### src/rtl/imem_loader_if.sv
// Byte-stream and instruction-memory write bus of the boot loader, plus loader status and FSM state.
interface imem_loader_if #(
    parameter int ADDR_W = 32
);
    logic              start;
    logic              byte_valid;
    logic [7:0]        byte_data;
    logic              byte_ready;
    logic              imem_we;
    logic [ADDR_W-1:0] imem_addr;
    logic [31:0]       imem_wd;
    logic              core_srst;
    logic              done;
    logic              error;
    logic [2:0]        fsm_state;

    // Byte stream: a byte transfers on a rising edge where byte_valid && byte_ready;
    // the source must hold byte_data stable while byte_valid is high and not yet accepted.
    modport slave (
        input  start, byte_valid, byte_data,
        output byte_ready, imem_we, imem_addr, imem_wd, core_srst, done, error, fsm_state
    );

    modport master (
        output start, byte_valid, byte_data,
        input  byte_ready, imem_we, imem_addr, imem_wd, core_srst, done, error, fsm_state
    );
endinterface

### src/rtl/imem_loader.sv
// Byte-serial boot loader: length-prefixed LE image -> 32-bit imem writes, core held until loaded.
// Optional trailing checksum word enabled by defining CHECKSUM_EN.
module imem_loader #(
    parameter int DEPTH  = 1024,
    parameter int ADDR_W = 32
) (
    input  logic         clk,
    input  logic         rst_n,
    imem_loader_if.slave bus
);
    localparam int IDX_W = $clog2(DEPTH) + 1;

    typedef enum logic [2:0] {
        IDLE  = 3'd0,
        LEN   = 3'd1,
        DATA  = 3'd2,
        WRITE = 3'd3,
        DONE  = 3'd4,
        ERR   = 3'd5
`ifdef CHECKSUM_EN
        , CHK = 3'd6
`endif
    } state_t;

`ifdef CHECKSUM_EN
    localparam state_t END_STATE = CHK;
`else
    localparam state_t END_STATE = DONE;
`endif

    state_t            state;
    state_t            next_state;
    logic              byte_ready_q;
    logic              ready_next;
    logic              accept;
    logic              last_byte;
    logic [1:0]        cnt;
    logic [31:0]       shreg;
    logic [31:0]       assembled;
    logic [IDX_W-1:0]  word_idx;
    logic [IDX_W-1:0]  len;
    logic              imem_we_q;
    logic [ADDR_W-1:0] imem_addr_q;
    logic [31:0]       imem_wd_q;
`ifdef CHECKSUM_EN
    logic [31:0]       sum;
`endif

    assign accept    = bus.byte_valid && byte_ready_q;
    assign last_byte = accept && (cnt == 2'd3);
    // Bytes shift in from the top, so after four of them the first one sits in [7:0].
    assign assembled = {bus.byte_data, shreg[31:8]};

    always_ff @(posedge clk or negedge rst_n) begin
        if (!rst_n) begin
            state <= IDLE;
        end else begin
            state <= next_state;
        end
    end

    always_comb begin
        next_state = state;
        ready_next = 1'b0;
        case (state)
            IDLE: begin
                if (bus.start) next_state = LEN;
            end
            LEN: begin
                if (last_byte) begin
                    if (assembled == 32'd0) begin
                        next_state = END_STATE;
                    end else if (assembled > 32'(DEPTH)) begin
                        next_state = ERR;
                    end else begin
                        next_state = DATA;
                    end
                end
            end
            DATA: begin
                if (last_byte) next_state = WRITE;
            end
            WRITE: begin
                if (word_idx + IDX_W'(1) == len) begin
                    next_state = END_STATE;
                end else begin
                    next_state = DATA;
                end
            end
`ifdef CHECKSUM_EN
            CHK: begin
                if (last_byte) next_state = (assembled == sum) ? DONE : ERR;
            end
`endif
            DONE, ERR: begin
                if (bus.start) next_state = LEN;
            end
            default: next_state = IDLE;
        endcase
        ready_next = (next_state == LEN) || (next_state == DATA);
`ifdef CHECKSUM_EN
        if (next_state == CHK) ready_next = 1'b1;
`endif
    end

    always_ff @(posedge clk or negedge rst_n) begin
        if (!rst_n) begin
            byte_ready_q <= 1'b0;
            cnt          <= 2'd0;
            shreg        <= 32'd0;
            word_idx     <= '0;
            len          <= '0;
            imem_we_q    <= 1'b0;
            imem_addr_q  <= '0;
            imem_wd_q    <= 32'd0;
`ifdef CHECKSUM_EN
            sum          <= 32'd0;
`endif
        end else begin
            byte_ready_q <= ready_next;
            imem_we_q    <= 1'b0;
            if (bus.start && (state == IDLE || state == DONE || state == ERR)) begin
                cnt      <= 2'd0;
                word_idx <= '0;
                len      <= '0;
`ifdef CHECKSUM_EN
                sum      <= 32'd0;
`endif
            end
            if (accept) begin
                shreg <= assembled;
                cnt   <= cnt + 2'd1;
            end
            if (state == LEN && last_byte) begin
                len <= IDX_W'(assembled);
            end
            if (state == DATA && last_byte) begin
                imem_we_q   <= 1'b1;
                imem_addr_q <= ADDR_W'({word_idx, 2'b00});
                imem_wd_q   <= assembled;
            end
            if (state == WRITE) begin
                word_idx <= word_idx + IDX_W'(1);
`ifdef CHECKSUM_EN
                sum      <= sum + imem_wd_q;
`endif
            end
        end
    end

    assign bus.byte_ready = byte_ready_q;
    assign bus.imem_we    = imem_we_q;
    assign bus.imem_addr  = imem_addr_q;
    assign bus.imem_wd    = imem_wd_q;
    assign bus.done       = (state == DONE);
    assign bus.error      = (state == ERR);
    assign bus.core_srst  = (state != DONE);
    assign bus.fsm_state  = state;
endmodule

### src/flat_wrapper.sv
// flat-port wrapper written by rule: the top's interface ports become plain ports
module imem_loader_flat 
#(
    parameter int DEPTH  = 1024,
    parameter int ADDR_W = 32
)
  (clk, rst_n, bus_start, bus_byte_valid, bus_byte_data, bus_byte_ready, bus_imem_we, bus_imem_addr, bus_imem_wd, bus_core_srst, bus_done, bus_error, bus_fsm_state);
  imem_loader_if #(.ADDR_W(ADDR_W)) bus_i ();
  input  logic clk;
  input  logic rst_n;
  input wire logic [$bits(bus_i.start)-1:0] bus_start;
  input wire logic [$bits(bus_i.byte_valid)-1:0] bus_byte_valid;
  input wire logic [$bits(bus_i.byte_data)-1:0] bus_byte_data;
  output wire logic [$bits(bus_i.byte_ready)-1:0] bus_byte_ready;
  output wire logic [$bits(bus_i.imem_we)-1:0] bus_imem_we;
  output wire logic [$bits(bus_i.imem_addr)-1:0] bus_imem_addr;
  output wire logic [$bits(bus_i.imem_wd)-1:0] bus_imem_wd;
  output wire logic [$bits(bus_i.core_srst)-1:0] bus_core_srst;
  output wire logic [$bits(bus_i.done)-1:0] bus_done;
  output wire logic [$bits(bus_i.error)-1:0] bus_error;
  output wire logic [$bits(bus_i.fsm_state)-1:0] bus_fsm_state;
  assign bus_i.start = bus_start;
  assign bus_i.byte_valid = bus_byte_valid;
  assign bus_i.byte_data = bus_byte_data;
  assign bus_byte_ready = bus_i.byte_ready;
  assign bus_imem_we = bus_i.imem_we;
  assign bus_imem_addr = bus_i.imem_addr;
  assign bus_imem_wd = bus_i.imem_wd;
  assign bus_core_srst = bus_i.core_srst;
  assign bus_done = bus_i.done;
  assign bus_error = bus_i.error;
  assign bus_fsm_state = bus_i.fsm_state;
  imem_loader #(.DEPTH(DEPTH), .ADDR_W(ADDR_W)) u_core (.clk(clk), .rst_n(rst_n), .bus(bus_i));
endmodule
### config.mk
export PLATFORM = sky130hd
export DESIGN_NAME = imem_loader_flat
export DESIGN_NICKNAME = d
export VERILOG_FILES = /design/src/rtl/imem_loader_if.sv /design/src/rtl/imem_loader.sv /design/src/flat_wrapper.sv
export SDC_FILE = /design/constraint.sdc
export NUM_CORES = 1
export LEC_CHECK = 0
export CAP_MARGIN = 10
export CORE_ASPECT_RATIO = 1.4
export CORE_MARGIN = 2
export CORE_UTILIZATION = 55
export CTS_BUF_LIST = sky130_fd_sc_hd__clkbuf_8
export CTS_CLUSTER_DIAMETER = 100
export DETAILED_ROUTE_END_ITERATION = 10
export PLACE_DENSITY = 0.86
export SYNTH_ARGS = -nofsm -noshare
export SYNTH_HDL_FRONTEND = slang
export SYNTH_SLANG_ARGS = --single-unit
### constraint.sdc
create_clock -name clk -period 2.8 [get_ports clk]
set_clock_uncertainty 0.1 [all_clocks]
set_input_delay 0.84 -clock clk [delete_from_list [all_inputs] [get_ports clk]]
set_output_delay 0.84 -clock clk [all_outputs]
set_load 0.1 [all_outputs]
Yosys cells after proc, flatten, opt, wreduce, memory -nomap -nowiden
Index checks and enable logic that the tools add are counted.

cells by class
  add/sub/neg operators = 2
  $lt $le $gt $ge = 1
  equal/unequal tests = 10
  muxes and demuxes = 13
  reductions and logical operators = 14

operators by type and width
  operator                                                                           number
  11-bit 2-to-1 mux                                                                  3
  32-bit by 11-bit greater-than comparator with 1-bit output, second input constant  1
  32-bit zero test                                                                   1
  3-bit 2-to-1 mux                                                                   6
  3-bit case mux with 4 select lines                                                 1
  11-bit by 1-bit adder with 11-bit output, second input constant                    1
  11-bit == test                                                                     1
  3-bit by 2-bit == test with 1-bit output, second input constant                    3
  3-bit by 1-bit == test with 1-bit output, second input constant                    2
  3-bit == test, second input constant                                               2
  2-bit nonzero test                                                                 3
  1-bit logical AND                                                                  5
  2-bit 2-to-1 mux                                                                   2
  3-bit zero test                                                                    1
  1-bit logical OR                                                                   3
  3-bit != test, second input constant                                               1
  3-bit OR reduction                                                                 1
  2-bit by 1-bit adder with 2-bit output, second input constant                      1
  2-bit == test, second input constant                                               1
  1-bit 2-to-1 mux                                                                   1

storage, ports and cells
  register bits after elaboration = 104
  output and inout bits = 72
  logic and storage cells = 49

Depth between registers and ports, before layout
Gate-level depths: netlist of the first run.

  depth in word-level cells = 7
  gate-level depth with buffers = 8
  mapped depth without buffers = 7

Worst setup path after synthesis of the first run
Ideal clock, no wire load.

  path type = register to output
  from = register u_core.state[1] (netlist: u_core.bus.fsm_state[1])
  to = output port bus_done
  arrival time = 2.497 ns
  required time = 1.860 ns
  path slack = -0.637 ns
  stages on the path, launching flop included = 4
  path buffers = 1
  cells stage by stage = dfrtp_1 clkbuf_1 or3b_2 inv_1

on the way
  longest elaborated chain between the ends = 1

RTL lines
  element                 RTL line            source
  start, declared         imem_loader.sv:31   state_t state;
  start signal, assigned  imem_loader.sv:58   state <= next_state;
  3-bit == test           imem_loader.sv:155  assign bus.done = (state == DONE);
  end, declared           flat_wrapper.sv:19  output wire logic [$bits(bus_i.done)-1:0] bus_done;

Every way passes these cells.

Worst setup path in the final report of the first run
Same ends and word-level chain as after synthesis.

==> qor.csv, run 1 <==
stage,metric,value,unit
outcome,status,"finished, final reports clean",
cts,Sink Count,96,
routing,post-route ant nets,0,
yosys,Synth Area in Compound Gates,7.153,%
worst_setup_path,CP Max Fanout,13,
cts,number of CTS-inserted buffers,9,
yosys,Mapped Cells,468,
global_route,number of global-route vias before repair,3271,
yosys,top-area cell type share of the netlist area,54.07,%
pwr,P per Cell Area,792.1,mW/mm^2
floorplan,initial core utilization,56.98,%
cts,hold buffer count at cts,0,
placement,dpl cell area,0.005004,sq mm
cts,cts repair resizes,0,
placement,Buffers on Ports,62,
sta,Sum Neg Setup Slack,0,ns
yosys,"Cell Area, Synth",0.004443,sq mm
routing,DR WL met3,467,um
global_route,first-pass GRT wire length,15.95,mm
routing,Metal-1 WL,3.745,mm
finish,Finished Cell Area,0.005196,sq mm
cts,root buffer cell,clkbuf_8,
worst_setup_path,worst path required time,1.86,ns
sta,crit path time final,2.563,ns
yosys,Ys Warns,0,
finish,area grow syn2layout,16.95,%
yosys,"Async S/R FF share, synth",100.0,%
yosys,Post-synth top flop,dfrtp_1,
pwr,Lkg Pwr,2.574,nW
finish,fill cell count,629,
sta,Pins Over Slew Limit,0,
routing,detailed-route wire length per cell,15.20,um
cts,H-tree Lvls,3,
routing,total wire length,9.575,mm
placement,Post-DP HPWL,6.995,mm
floorplan,Core Footprint,0.007797,sq mm
floorplan,chip height,110.3,um
worst_setup_path,CP Capture Type,primary output,
sta,worst-margin pin slew,0.5118,ns
worst_setup_path,reg2reg end,u_core.bus.byte_ready,
worst_setup_path,Critical Path AT,1.62,ns
global_route,Congestion Overflow GR,0,
cts,CTS tree,done,
worst_setup_path,reg2reg path depth,7,
yosys,"EDFF count, synth",0,
sta,RSZ-0062 raised after global routing,false,
yosys,Post-Synth Adder-Cell Area,0.5632,%
finish,Finished Layout Cells,630,
placement,Placer Congestion,0.8383,
placement,placed instance count,615,
cts,Worst-Skew Late Latency,0.37,ns
global_route,GRT Total Usage,23.73,%
yosys,post-synthesis mux area share,6.308,%
floorplan,cell row count,38,
cts,Post-CTS Setup Inserts,0,
sta,crit share post-route,91.53,%
global_route,largest net degree at the start of global routing,41,
worst_setup_path,RR Startpoint,u_core.word_idx[0],
min_path,worst hold path type,in2async,
worst_setup_path,WS Path Type,reg2out,
sta,final setup violation count,0,
floorplan,DIE AREA,0.008823,sq mm
yosys,#FFs+latches synth,96,
yosys,largest area contributor in the netlist,dfrtp_1,
cts,Clock transition at path regs,0.09,ns
global_route,initial antenna violation count,0,
routing,met2 WL,5.248,mm
routing,drt pass-1 iters,4,
yosys,synthesized area per cell,9.494,sq um
routing,Vias,3435,
yosys,top post-synthesis cells by area,"dfrtp_1, nand2_1, mux2_2, buf_4, o21ai_0",
sta,Max-slew headroom,65.88,%
routing,DR top layer,met4,
finish,Layout Nets,540,
routing,Starting DRT DRC Count,185,
yosys,post-synthesis sequential area ratio,54.07,%
yosys,Synth Area in Simple Gates,21.88,%
routing,via-per-instance ratio,5.452,
job,max-cap violation count,0,
worst_setup_path,CP Launch Type,flip-flop,
pwr,Max VDD drop,0.5449,mV
floorplan,die width,79.96,um
yosys,xor/xnor cell area share of the yosys netlist,3.323,%
worst_setup_path,flop2flop setup slack,0.33,ns
floorplan,io pins,84,
finish,antenna cells,0,
yosys,"Distinct cells, synth",45,
yosys,largest family of logic cells by synthesized area,simple AND/OR/NAND/NOR gates,
routing,DRC violations left,0,
cts,Max Root-Sink Buffers,2,
sta,fmax,0.3902,GHz
sta,Final Hold Viols,0,
finish,layout cell share with drive strength beyond 1,21.70,%
where the power goes:
| group | total, mW | internal (mW) | leakage (nW) | switching (mW) |
|---|---|---|---|---|
| Sequential | 2.10 | 1.68 | 1.25 | 0.414 |
| Combinational | 1.14 | 0.492 | 1.22 | 0.648 |
| Clock | 0.877 | 0.425 | 0.103 | 0.452 |
flip-flops by register name (all words and copies together), names as in the netlist:
| register | cells |
|---|---|
| u_core.bus.imem_we | 1 |
| u_core.len | 11 |
| u_core.bus.imem_wd | 32 |
| u_core.bus.imem_addr | 11 |
| u_core.cnt | 2 |
| u_core.word_idx | 11 |
| u_core.bus.byte_ready | 1 |
| u_core.shreg | 24 |
| u_core.bus.fsm_state | 3 |
worst max path at each step:
stage / slack [ns] / end / depth (start not counted) / from
floorplan: 0.05 / bus_done / 3 / u_core.bus.fsm_state[1]
CTS: 0.23 / bus_done / 3 / u_core.bus.fsm_state[1]
global route: 0.10 / u_core.bus.byte_ready / 7 / bus_byte_data[2]
finish: 0.24 / bus_done / 3 / u_core.bus.fsm_state[1]
global placement: 0.02 / u_core.bus.byte_ready / 7 / bus_byte_data[2]
detailed placement: -0.10 / u_core.bus.byte_ready / 7 / bus_byte_data[2]
through the flow:
stage | utilization (%) | worst slack [ns] | total power [mW] | hold slack [ns]
2_1_floorplan | - | 0.04652 | 2.931 | 0.3674
3_3_place_gp | 64.17 | 0.01608 | 3.195 | 0.3599
3_5_place_dp | 64.17 | -0.1012 | 3.246 | 0.3652
4_1_cts | 66.56 | 0.2294 | 4.116 | 0.3482
5_1_grt | 66.64 | 0.1040 | 4.335 | 0.3727
6_report | 66.64 | 0.2373 | 4.116 | 0.3295
critical path: stages, from the launching register on:
cell,delay [ns]
dfrtp_4,0.54
or3b_4,0.45
clkinvlp_4,0.10
buf_12,0.16
per-layer routing:
| metal | global-route usage [%] | vias up |
|---|---|---|
| met1 | 28.57 | 1695 |
| met4 | 9.080 | 0 |
| met2 | 42.44 | 103 |
| li1 | - | 1626 |
| met5 | 0 | - |
| met3 | 3.909 | 11 |
kinds of logic after synthesis:
logic type / Yosys count
mux: 25
flops: 96
compound gates: 53
other cells: 1
simple gates: 224
xor+xnor: 16
buf+inv: 51
fa+ha+maj: 2
cells in the mapped netlist (2+ instances only):
library cell,n
a21oi_1,4
a22o_1,2
a31oi_1,3
and2_1,5
and3_4,2
buf_2,7
buf_4,25
clkbuf_1,13
dfrtp_1,96
ha_1,2
inv_1,4
mux2_2,24
nand2_1,168
nand3_1,9
nand3_2,2
nand4_1,3
nor2_1,14
nor2b_1,2
nor3_1,2
nor3_2,2
nor4_1,7
o211ai_1,5
o21ai_0,29
o21bai_1,2
o31ai_1,3
xnor2_1,11
xor2_1,4
cell usage in the layout, fill, tap and decap left out, types with 4 or more instances in the layout:
| cell type | n |
|---|---|
| o211ai_1 | 5 |
| nor4_1 | 6 |
| nand3_1 | 9 |
| and2_1 | 5 |
| nand2_1 | 168 |
| buf_4 | 59 |
| clkdlybuf4s50_1 | 10 |
| inv_1 | 4 |
| xnor2_1 | 11 |
| clkbuf_8 | 10 |
| buf_12 | 4 |
| xor2_1 | 4 |
| nor2_1 | 14 |
| dfrtp_1 | 93 |
| mux2_2 | 24 |
| a21oi_1 | 4 |
| conb_1 | 21 |
| o21ai_0 | 29 |
final cells by class:
cell class / count / area [sq um] / area share (%)
Timing Repair Buffer: 73 / 623.1 / 11.99
Sequential cell: 96 / 2409 / 46.35
Multi-Input combinational cell: 341 / 1831 / 35.23
Clock buffer: 10 / 137.6 / 2.649
Inverter: 5 / 22.52 / 0.4334
Clock inverter: 5 / 48.80 / 0.9391
Tap cell: 100 / 125.1 / 2.408
Note: power is estimated with default switching activity, not from simulation.
==> run 2, diff against run 1 <==
- SETUP_SLACK_MARGIN: unset -> 0.3
==> qor.csv, run 2 (synthesis gave the netlist of run 1 again) <==
stage,metric,value,unit,change
placement,Placer Congestion,0.8192,,-2.3%
cts,Clock transition at path regs,0.09,ns,about the same
routing,post-route ant nets,0,,unchanged
routing,via-per-instance ratio,5.347,,-1.9%
sta,Pins Over Slew Limit,0,,unchanged
placement,placed instance count,615,,unchanged
worst_setup_path,Critical Path AT,1.51,ns,-0.11 ns
outcome,status,"finished, final reports clean",,
global_route,first-pass GRT wire length,16.24,mm,+1.8%
cts,H-tree Lvls,3,,unchanged
worst_setup_path,CP Max Fanout,2,,-11
cts,Sink Count,96,,unchanged
pwr,Comb pwr share,27.9,%,+0.2 points
worst_setup_path,family with the most delay on the worst path,flip-flops,,
worst_setup_path,"Buf+Inv Stages, Crit Path",2,,unchanged
global_route,Congestion Overflow GR,0,,unchanged
pwr,Clock Power Share,21.2,%,about the same
finish,final core occ,66.82,%,+0.18 points
finish,layout cell share with drive strength beyond 1,22.37,%,+0.67 points
floorplan,Core Footprint,0.007797,sq mm,unchanged
sta,Sum Neg Setup Slack,0,ns,unchanged
sta,crit path time final,2.447,ns,-0.1158 ns
floorplan,initial core utilization,56.98,%,unchanged
routing,drt pass-1 iters,4,,unchanged
finish,Finished Layout Cells,632,,+0.32%
placement,dpl cell area,0.005005,sq mm,about the same
worst_setup_path,CP Capture Type,primary output,,
sta,final setup violation count,0,,unchanged
worst_setup_path,WS Path Type,reg2out,,
floorplan,die width,79.96,um,unchanged
worst_setup_path,slowest cell on the critical path,dfrtp_4,,
sta,Final Hold Viols,0,,unchanged
sta,Fin Hold WS,0.2156,ns,-0.1138 ns
cts,Max Root-Sink Buffers,2,,unchanged
routing,DRC violations left,0,,unchanged
global_route,largest net degree at the start of global routing,60,,+46%
routing,detailed-route wire length per cell,15.48,um,+1.9%
placement,post-place setup slack,-0.08845,ns,+0.01275 ns
pwr,Pwr Total,4.112,mW,about the same
floorplan,io pins,84,,unchanged
routing,total wire length,9.785,mm,+2.2%
cts,root buffer cell,clkbuf_8,,
global_route,number of global-route vias before repair,3326,,+1.7%
pwr,Seq pwr share,51.0,%,about the same
pwr,Sw Share,37.42,%,+0.63 points
cts,CTS tree,done,,
pwr,P per Cell Area,789.2,mW/mm^2,-0.36%
pwr,P_sw,1.539,mW,+1.6%
worst_setup_path,critical path's largest stage delay,0.49,ns,-0.05 ns
sta,fmax,0.4087,GHz,+4.7%
pwr,Int Power,2.573,mW,-1.1%
cts,Worst-Skew Late Latency,0.37,ns,about the same
sta,Setup WS post-layout,0.3531,ns,+0.1158 ns
finish,Layout Nets,541,,+0.19%
sta,RSZ-0062 raised after global routing,false,,
finish,Largest register FFs,32,,unchanged
placement,Buffers on Ports,62,,unchanged
finish,antenna cells,0,,unchanged
routing,Starting DRT DRC Count,195,,+5.4%
finish,area grow syn2layout,17.26,%,
cts,number of CTS-inserted buffers,9,,unchanged
floorplan,chip height,110.3,um,unchanged
worst_setup_path,CP Launch Type,flip-flop,,
finish,"commonest non-fill, non-tap cell in the layout",nand2_1,,
floorplan,DIE AREA,0.008823,sq mm,unchanged
min_path,worst hold path type,in2async,,
pwr,Max VDD drop,0.5044,mV,-7.4%
worst_setup_path,cell breakdown of the critical path,"or3b_4, clkinvlp_4, buf_12",,
finish,highest-count cells in the layout ignoring fill and taps,"nand2_1, dfrtp_1, buf_4",,
pwr,Lkg Pwr,2.565,nW,-0.36%
finish,fill cell count,626,,-0.48%
floorplan,cell row count,38,,unchanged
finish,Finished Cell Area,0.005210,sq mm,+0.26%
routing,Vias,3379,,-1.6%
worst_setup_path,worst path required time,1.86,ns,about the same
global_route,initial antenna violation count,0,,unchanged
sta,crit share post-route,87.39,%,-4.1 points
global_route,GRT Total Usage,24.14,%,+0.41 points
placement,Post-DP HPWL,7.049,mm,+0.76%
job,max-cap violation count,0,,unchanged
[run 2: cell count changes in the layout (fill, tap and decap cells not counted), sizes merged]
cell | previous run | this run
clkbuf | 10 | 12
bufinv | 1 | 0
clkinvlp | 1 | 4
buf | 63 | 64
clkinv | 4 | 2
inv | 4 | 3
[run 2: worst paths after layout]
path / start / slack (ns) / end / cells past startpoint
min in group clk: u_core.bus.imem_addr[6] / 0.38 / u_core.bus.imem_addr[6] / 2
worst min register to register: u_core.bus.imem_addr[6] / 0.38 / u_core.bus.imem_addr[6] / 2
worst min-delay path: rst_n / 0.22 / u_core.word_idx[7] / 1
worst max register to register: u_core.word_idx[0] / 0.54 / u_core.bus.byte_ready / 7
worst max-delay path: u_core.bus.fsm_state[1] / 0.35 / bus_done / 3
max in group asynchronous: rst_n / 1.79 / u_core.bus.fsm_state[2] / 2
[run 2: area by class of cell]
cell class | count | area, sq um | share of cell area [%]
Sequential cell | 96 | 2409 | 46.23
Timing Repair Buffer | 74 | 630.6 | 12.10
Multi-Input combinational cell | 341 | 1831 | 35.13
Tap cell | 100 | 125.1 | 2.402
Clock inverter | 4 | 27.53 | 0.5283
Inverter | 5 | 22.52 | 0.4323
Clock buffer | 12 | 165.2 | 3.170
[run 2: routing by layer]
layer	vias to the layer above	routed length (um)	track usage (%)
met3	19	387	5.293
met1	1652	3870	29.06
met2	80	5277	41.43
met5	-	0	0
li1	1628	-	-
met4	0	250	10.77
[run 2: repair_timing]
action	in CTS	in global routing
gates resized for setup	0	1
setup endpoints to repair	2	1
hold buffers	0	0
hold endpoints to repair	0	0
setup buffers	1	0
[run 2: power by group through the flow]
stage | clock network (mW) | registers (mW) | logic [mW]
CTS | 0.879 | 2.09 | 1.15
finish | 0.870 | 2.10 | 1.15
global placement | 0 | 2.09 | 1.10
detailed placement | 0 | 2.11 | 1.14
floorplan | 0 | 2.00 | 0.931
global route | 0.942 | 2.14 | 1.26
==> RTL change 1: new RTL, flow settings as in run 2 <==
`DEPTH` is set to 1024 in 2 places; all go to 4096.
--- a/src/rtl/imem_loader.sv
+++ b/src/rtl/imem_loader.sv
@@ -2,5 +2,5 @@
 // Optional trailing checksum word enabled by defining CHECKSUM_EN.
 module imem_loader #(
-    parameter int DEPTH  = 1024,
+    parameter int DEPTH  = 4096,
     parameter int ADDR_W = 32
 ) (
--- a/src/flat_wrapper.sv
+++ b/src/flat_wrapper.sv
@@ -2,5 +2,5 @@
 module imem_loader_flat 
 #(
-    parameter int DEPTH  = 1024,
+    parameter int DEPTH  = 4096,
     parameter int ADDR_W = 32
 )
Behaviour: not the same (a bounded check fails within 10 cycles, from zero or initial values and one cycle with rst_n low).
==> RTL change 1 against run 2 <==
Clock power rose by 3.9%; sequential share of layout area fell by 1.3 points; sequential cell count rose by 6; routed wire length rose by 6.8%; first-iteration DRC count rose by 9.7%; core utilization barely moved; synthesized area rose by 8.8%; total power rose by 13%; setup slack got worse by 0.0011 ns; final area rose by 9.7%; largest power group unchanged; highest routed layer unchanged.
==> RTL change 1: results (changes against run 2) <==
Outcome: complete, no violations (unchanged). The count of distinct cell types in the synthesized netlist is 59 (was 45). The worst-case register-to-register setup slack came to 0.45 ns (was 0.54 ns).

The post-route met1 wirelength was 4.29 mm (was 3.87 mm). The number of global-route vias before repair came to 3,673 (was 3,326). The final hold slack is 0.336 ns (was 0.216 ns). The largest fanout on the critical path came out at 5 (was 2). The compound-gate portion of the synthesized area is 8.15% (was 7.15%). The average routed wire per standard cell came out at 15.4 microns (was 15.5 microns). Largest cells by area after synthesis: sky130_fd_sc_hd__dfrtp_1 53%, sky130_fd_sc_hd__nand2_1 14%, sky130_fd_sc_hd__mux2_2 5.1% (was sky130_fd_sc_hd__dfrtp_1 54%, sky130_fd_sc_hd__nand2_1 14%, sky130_fd_sc_hd__mux2_2 6.1%). The proportion of total power due to net switching was 38.5% (was 37.4%).

The met1 demand-to-capacity share in global routing came out at 28.8% (was 29.1%). The cell area after layout came out at 5720 sq um (was 5210 sq um). The reported combinational group power is 1390 uW (was 1150 uW).

The fraction of final layout cells with drive strength greater than 1 came out at 23.8% (was 22.4%). The first-iteration detailed-routing DRC count is 214 (was 195). The setup fix buffers added after clock tree synthesis was 3 (was 1). The static leakage power came out at 0.00284 uW (was 0.00256 uW). The half-perimeter wire length of the detailed placement result was 7.41 mm (was 7.05 mm). The pre-CTS setup slack is -0.223 ns (was -0.0885 ns). The fill cell instance count of the final layout came to 660 (was 626). Most frequent cells after synthesis: 174 x sky130_fd_sc_hd__nand2_1, 102 x sky130_fd_sc_hd__dfrtp_1, 36 x sky130_fd_sc_hd__o21ai_0, 22 x sky130_fd_sc_hd__mux2_2, 21 x sky130_fd_sc_hd__buf_4 (was 168 x sky130_fd_sc_hd__nand2_1, 96 x sky130_fd_sc_hd__dfrtp_1, 29 x sky130_fd_sc_hd__o21ai_0, 25 x sky130_fd_sc_hd__buf_4, 24 x sky130_fd_sc_hd__mux2_2). The multiplexer fraction of the synthesized cell area was 5.13% (was 6.31%). The all-layer global routing usage came out at 23.0% (was 24.1%).

The count of input and output buffers is 64 (was 62). The placed instance count came out at 661 (was 615). The routed via count divided by cell count came out at 5.54 (was 5.35). The launch point of the worst path is u_core.bus.fsm_state[2] (was u_core.bus.fsm_state[1]). The count of cells resized by post-cts repair came out at 6 (was 0). The switching power of the nets is 1790 uW (was 1540 uW). The wire length of the first global-routing pass came out at 17.9 mm (was 16.2 mm). The power drawn by the clock network is 904 uW (was 870 uW).

The filler-free cell count of the finished design came out at 680 (was 632). The launch point of the worst reg-to-reg path was u_core.word_idx[1] (was u_core.word_idx[0]).
-- RTL change 1: cell types whose count changed in the layout (fill, tap and decap cells not counted), moves of 4 or more --
cell                              before  now
sky130_fd_sc_hd__buf_4                60   67
sky130_fd_sc_hd__clkdlybuf4s50_1      10    3
sky130_fd_sc_hd__dfrtp_2               2    7
sky130_fd_sc_hd__dlymetal6s2s_1        0    7
sky130_fd_sc_hd__inv_1                 3    8
sky130_fd_sc_hd__nand2_1             168  174
sky130_fd_sc_hd__nor2_1               14    9
sky130_fd_sc_hd__nor3_1                1    5
sky130_fd_sc_hd__nor4_2                1    5
sky130_fd_sc_hd__o21ai_0              29   36
sky130_fd_sc_hd__xnor2_1              11    7
-- RTL change 1: area by class of cell --
cell class | instances | area share (%)
well taps | 105 | 2.30
clock inverters | 7 | 1.18
flip-flops and latches | 102 | 44.9
repair buffers | 80 | 11.9
inverters | 9 | 0.701
multi-input cells | 368 | 36.8
clock buffers | 9 | 2.17
==> RTL change 2: new RTL, config.mk and constraints of run 2 <==
Without the edit above. Reset style: synchronous (`rst_n`), changed in 2 clocked blocks.
--- a/src/rtl/imem_loader.sv
+++ b/src/rtl/imem_loader.sv
@@ -52,5 +52,5 @@
     assign assembled = {bus.byte_data, shreg[31:8]};
 
-    always_ff @(posedge clk or negedge rst_n) begin
+    always_ff @(posedge clk) begin
         if (!rst_n) begin
             state <= IDLE;
@@ -104,5 +104,5 @@
     end
 
-    always_ff @(posedge clk or negedge rst_n) begin
+    always_ff @(posedge clk) begin
         if (!rst_n) begin
             byte_ready_q <= 1'b0;
Check against the original RTL: differs if rst_n is asserted again (counterexample within 4 cycles, from zero or initial values and one cycle with rst_n low); with rst_n held inactive, the same outputs for 10 cycles.
==> RTL change 2 against run 2 <==
Setup slack better by 0.027 ns; routed wire length up 3.2%; synthesized area fell by 0.39%; maximum frequency rose by 1.1%; sequential cell count stayed put; final area increased by 0.36%; non-clock buffer count up 8; critical path type is now input pin to flop; critical endpoint is now u_core.bus.byte_ready; largest cell class is now multi-input combinational cells.
Power is not compared: it rests on default switching activity, and its combinational part moved more than twofold at a synthesized area within 25%.
==> RTL change 2: results (changes against run 2) <==
The launch point of the worst reg-to-reg path is u_core.word_idx[1] (was u_core.word_idx[0]). The count of distinct cell types in the synthesized netlist came out at 49 (was 45). The effective utilization at floorplan was 56.8% (was 57.0%). The average routed wire per standard cell was 14.6 microns (was 15.5 microns).

The pin count of the biggest net entering global routing came out at 71 (was 60). The largest fanout on the critical path is 3 (was 2). The xor-xnor portion of the synthesized cell area came out at 3.17% (was 3.32%). The worst-case register-to-register setup slack came out at 0.51 ns (was 0.54 ns). The count of nets after finishing came out at 601 (was 541). The total iterations of the first detailed-routing run is 5 (was 4). The gate count after technology mapping is 533 (was 468). The wire length of the first global-routing pass is 16.5 mm (was 16.2 mm). The register area share after synthesis came out at 43.4% (was 54.1%). Outcome: complete, no violations (unchanged). The post-layout total power is 2590 uW. The placement-stage cell area is 4990 sq um (was 5000 sq um). The commonest register cell after synthesis is sky130_fd_sc_hd__dfxtp_1 (was sky130_fd_sc_hd__dfrtp_1). The global placement routability congestion came to 0.863 (was 0.819).

The arrival time of data at the critical path endpoint is 2.63 ns (was 1.51 ns). The setup fix buffers added after clock tree synthesis came to 0 (was 1). The fill cell instance count of the final layout is 663 (was 626). The routed via count divided by cell count is 5.44 (was 5.35). The type of the tightest min-delay check is flop to flop (was input pin to async pin).

The all-layer global routing usage is 23.7% (was 24.1%). The count of cells resized by post-cts repair is 2 (was 0). Most frequent cells after synthesis: 160 x sky130_fd_sc_hd__nand2_1, 96 x sky130_fd_sc_hd__dfxtp_1, 83 x sky130_fd_sc_hd__a21boi_0, 26 x sky130_fd_sc_hd__buf_4, 26 x sky130_fd_sc_hd__clkbuf_1 (was 168 x sky130_fd_sc_hd__nand2_1, 96 x sky130_fd_sc_hd__dfrtp_1, 29 x sky130_fd_sc_hd__o21ai_0, 25 x sky130_fd_sc_hd__buf_4, 24 x sky130_fd_sc_hd__mux2_2). Largest cells by area after synthesis: sky130_fd_sc_hd__dfxtp_1 43%, sky130_fd_sc_hd__a21boi_0 14%, sky130_fd_sc_hd__nand2_1 14% (was sky130_fd_sc_hd__dfrtp_1 54%, sky130_fd_sc_hd__nand2_1 14%, sky130_fd_sc_hd__mux2_2 6.1%). The via count of the routed design is 3,757 (was 3,379). The pre-CTS setup slack came out at -0.181 ns (was -0.0885 ns).

The number of global-route vias before repair is 3,502 (was 3,326). The half-perimeter wire length of the detailed placement result is 7.19 mm (was 7.05 mm). The number of cells on the worst reg-to-reg path is 8 (was 7). The multiplexer fraction of the synthesized cell area was 0.339% (was 6.31%).

The launch point of the worst path is bus_byte_data[4] (was u_core.bus.fsm_state[1]). The compound-gate portion of the synthesized area came to 19.9% (was 7.15%). The time the worst path needs with I/O delays and setup is 2.42 ns (was 2.45 ns). The worst setup path endpoint is u_core.bus.byte_ready (was bus_done). The final hold slack came to 0.366 ns (was 0.216 ns).
[RTL change 2: cell count changes after synthesis, moves of 8 or more]
| cell | before | now |
|---|---|---|
| sky130_fd_sc_hd__dfxtp_1 | 0 | 96 |
| sky130_fd_sc_hd__o21ai_0 | 29 | 6 |
| sky130_fd_sc_hd__nand2_1 | 168 | 160 |
| sky130_fd_sc_hd__nand3_1 | 9 | 21 |
| sky130_fd_sc_hd__dfrtp_1 | 96 | 0 |
| sky130_fd_sc_hd__a21boi_0 | 0 | 83 |
| sky130_fd_sc_hd__mux2_2 | 24 | 0 |
| sky130_fd_sc_hd__clkbuf_1 | 13 | 26 |
[RTL change 2: area by class of cell]
| class | instances | area, sq um | area share (%) |
|---|---|---|---|
| Tap cell | 100 | 125 | 2.39 |
| Multi-Input combinational cell | 394 | 2250 | 43.0 |
| Sequential cell | 96 | 1930 | 37.0 |
| Clock inverter | 6 | 77.6 | 1.48 |
| Clock buffer | 9 | 124 | 2.37 |
| Inverter | 4 | 21.3 | 0.407 |
| Timing Repair Buffer | 82 | 696 | 13.3 |
[RTL change 2: critical path, stage by stage]
cell,delay [ns]
sky130_fd_sc_hd__clkdlybuf4s50_1,0.45
sky130_fd_sc_hd__nor4_2,0.31
sky130_fd_sc_hd__nand3_1,0.20
sky130_fd_sc_hd__a211oi_2,0.18
sky130_fd_sc_hd__buf_4,0.14
sky130_fd_sc_hd__a21boi_0,0.10
sky130_fd_sc_hd__a41oi_2,0.22
sky130_fd_sc_hd__o2111a_1,0.19
[RTL change 2: metal layers]
layer,share of wire [%],vias up,GRT usage (%)
met5,0,-,0
met4,2.2,0,8.11
met3,4.2,23,4.97
met2,55,110,43.8
met1,39,1763,26.9
li1,-,1861,-
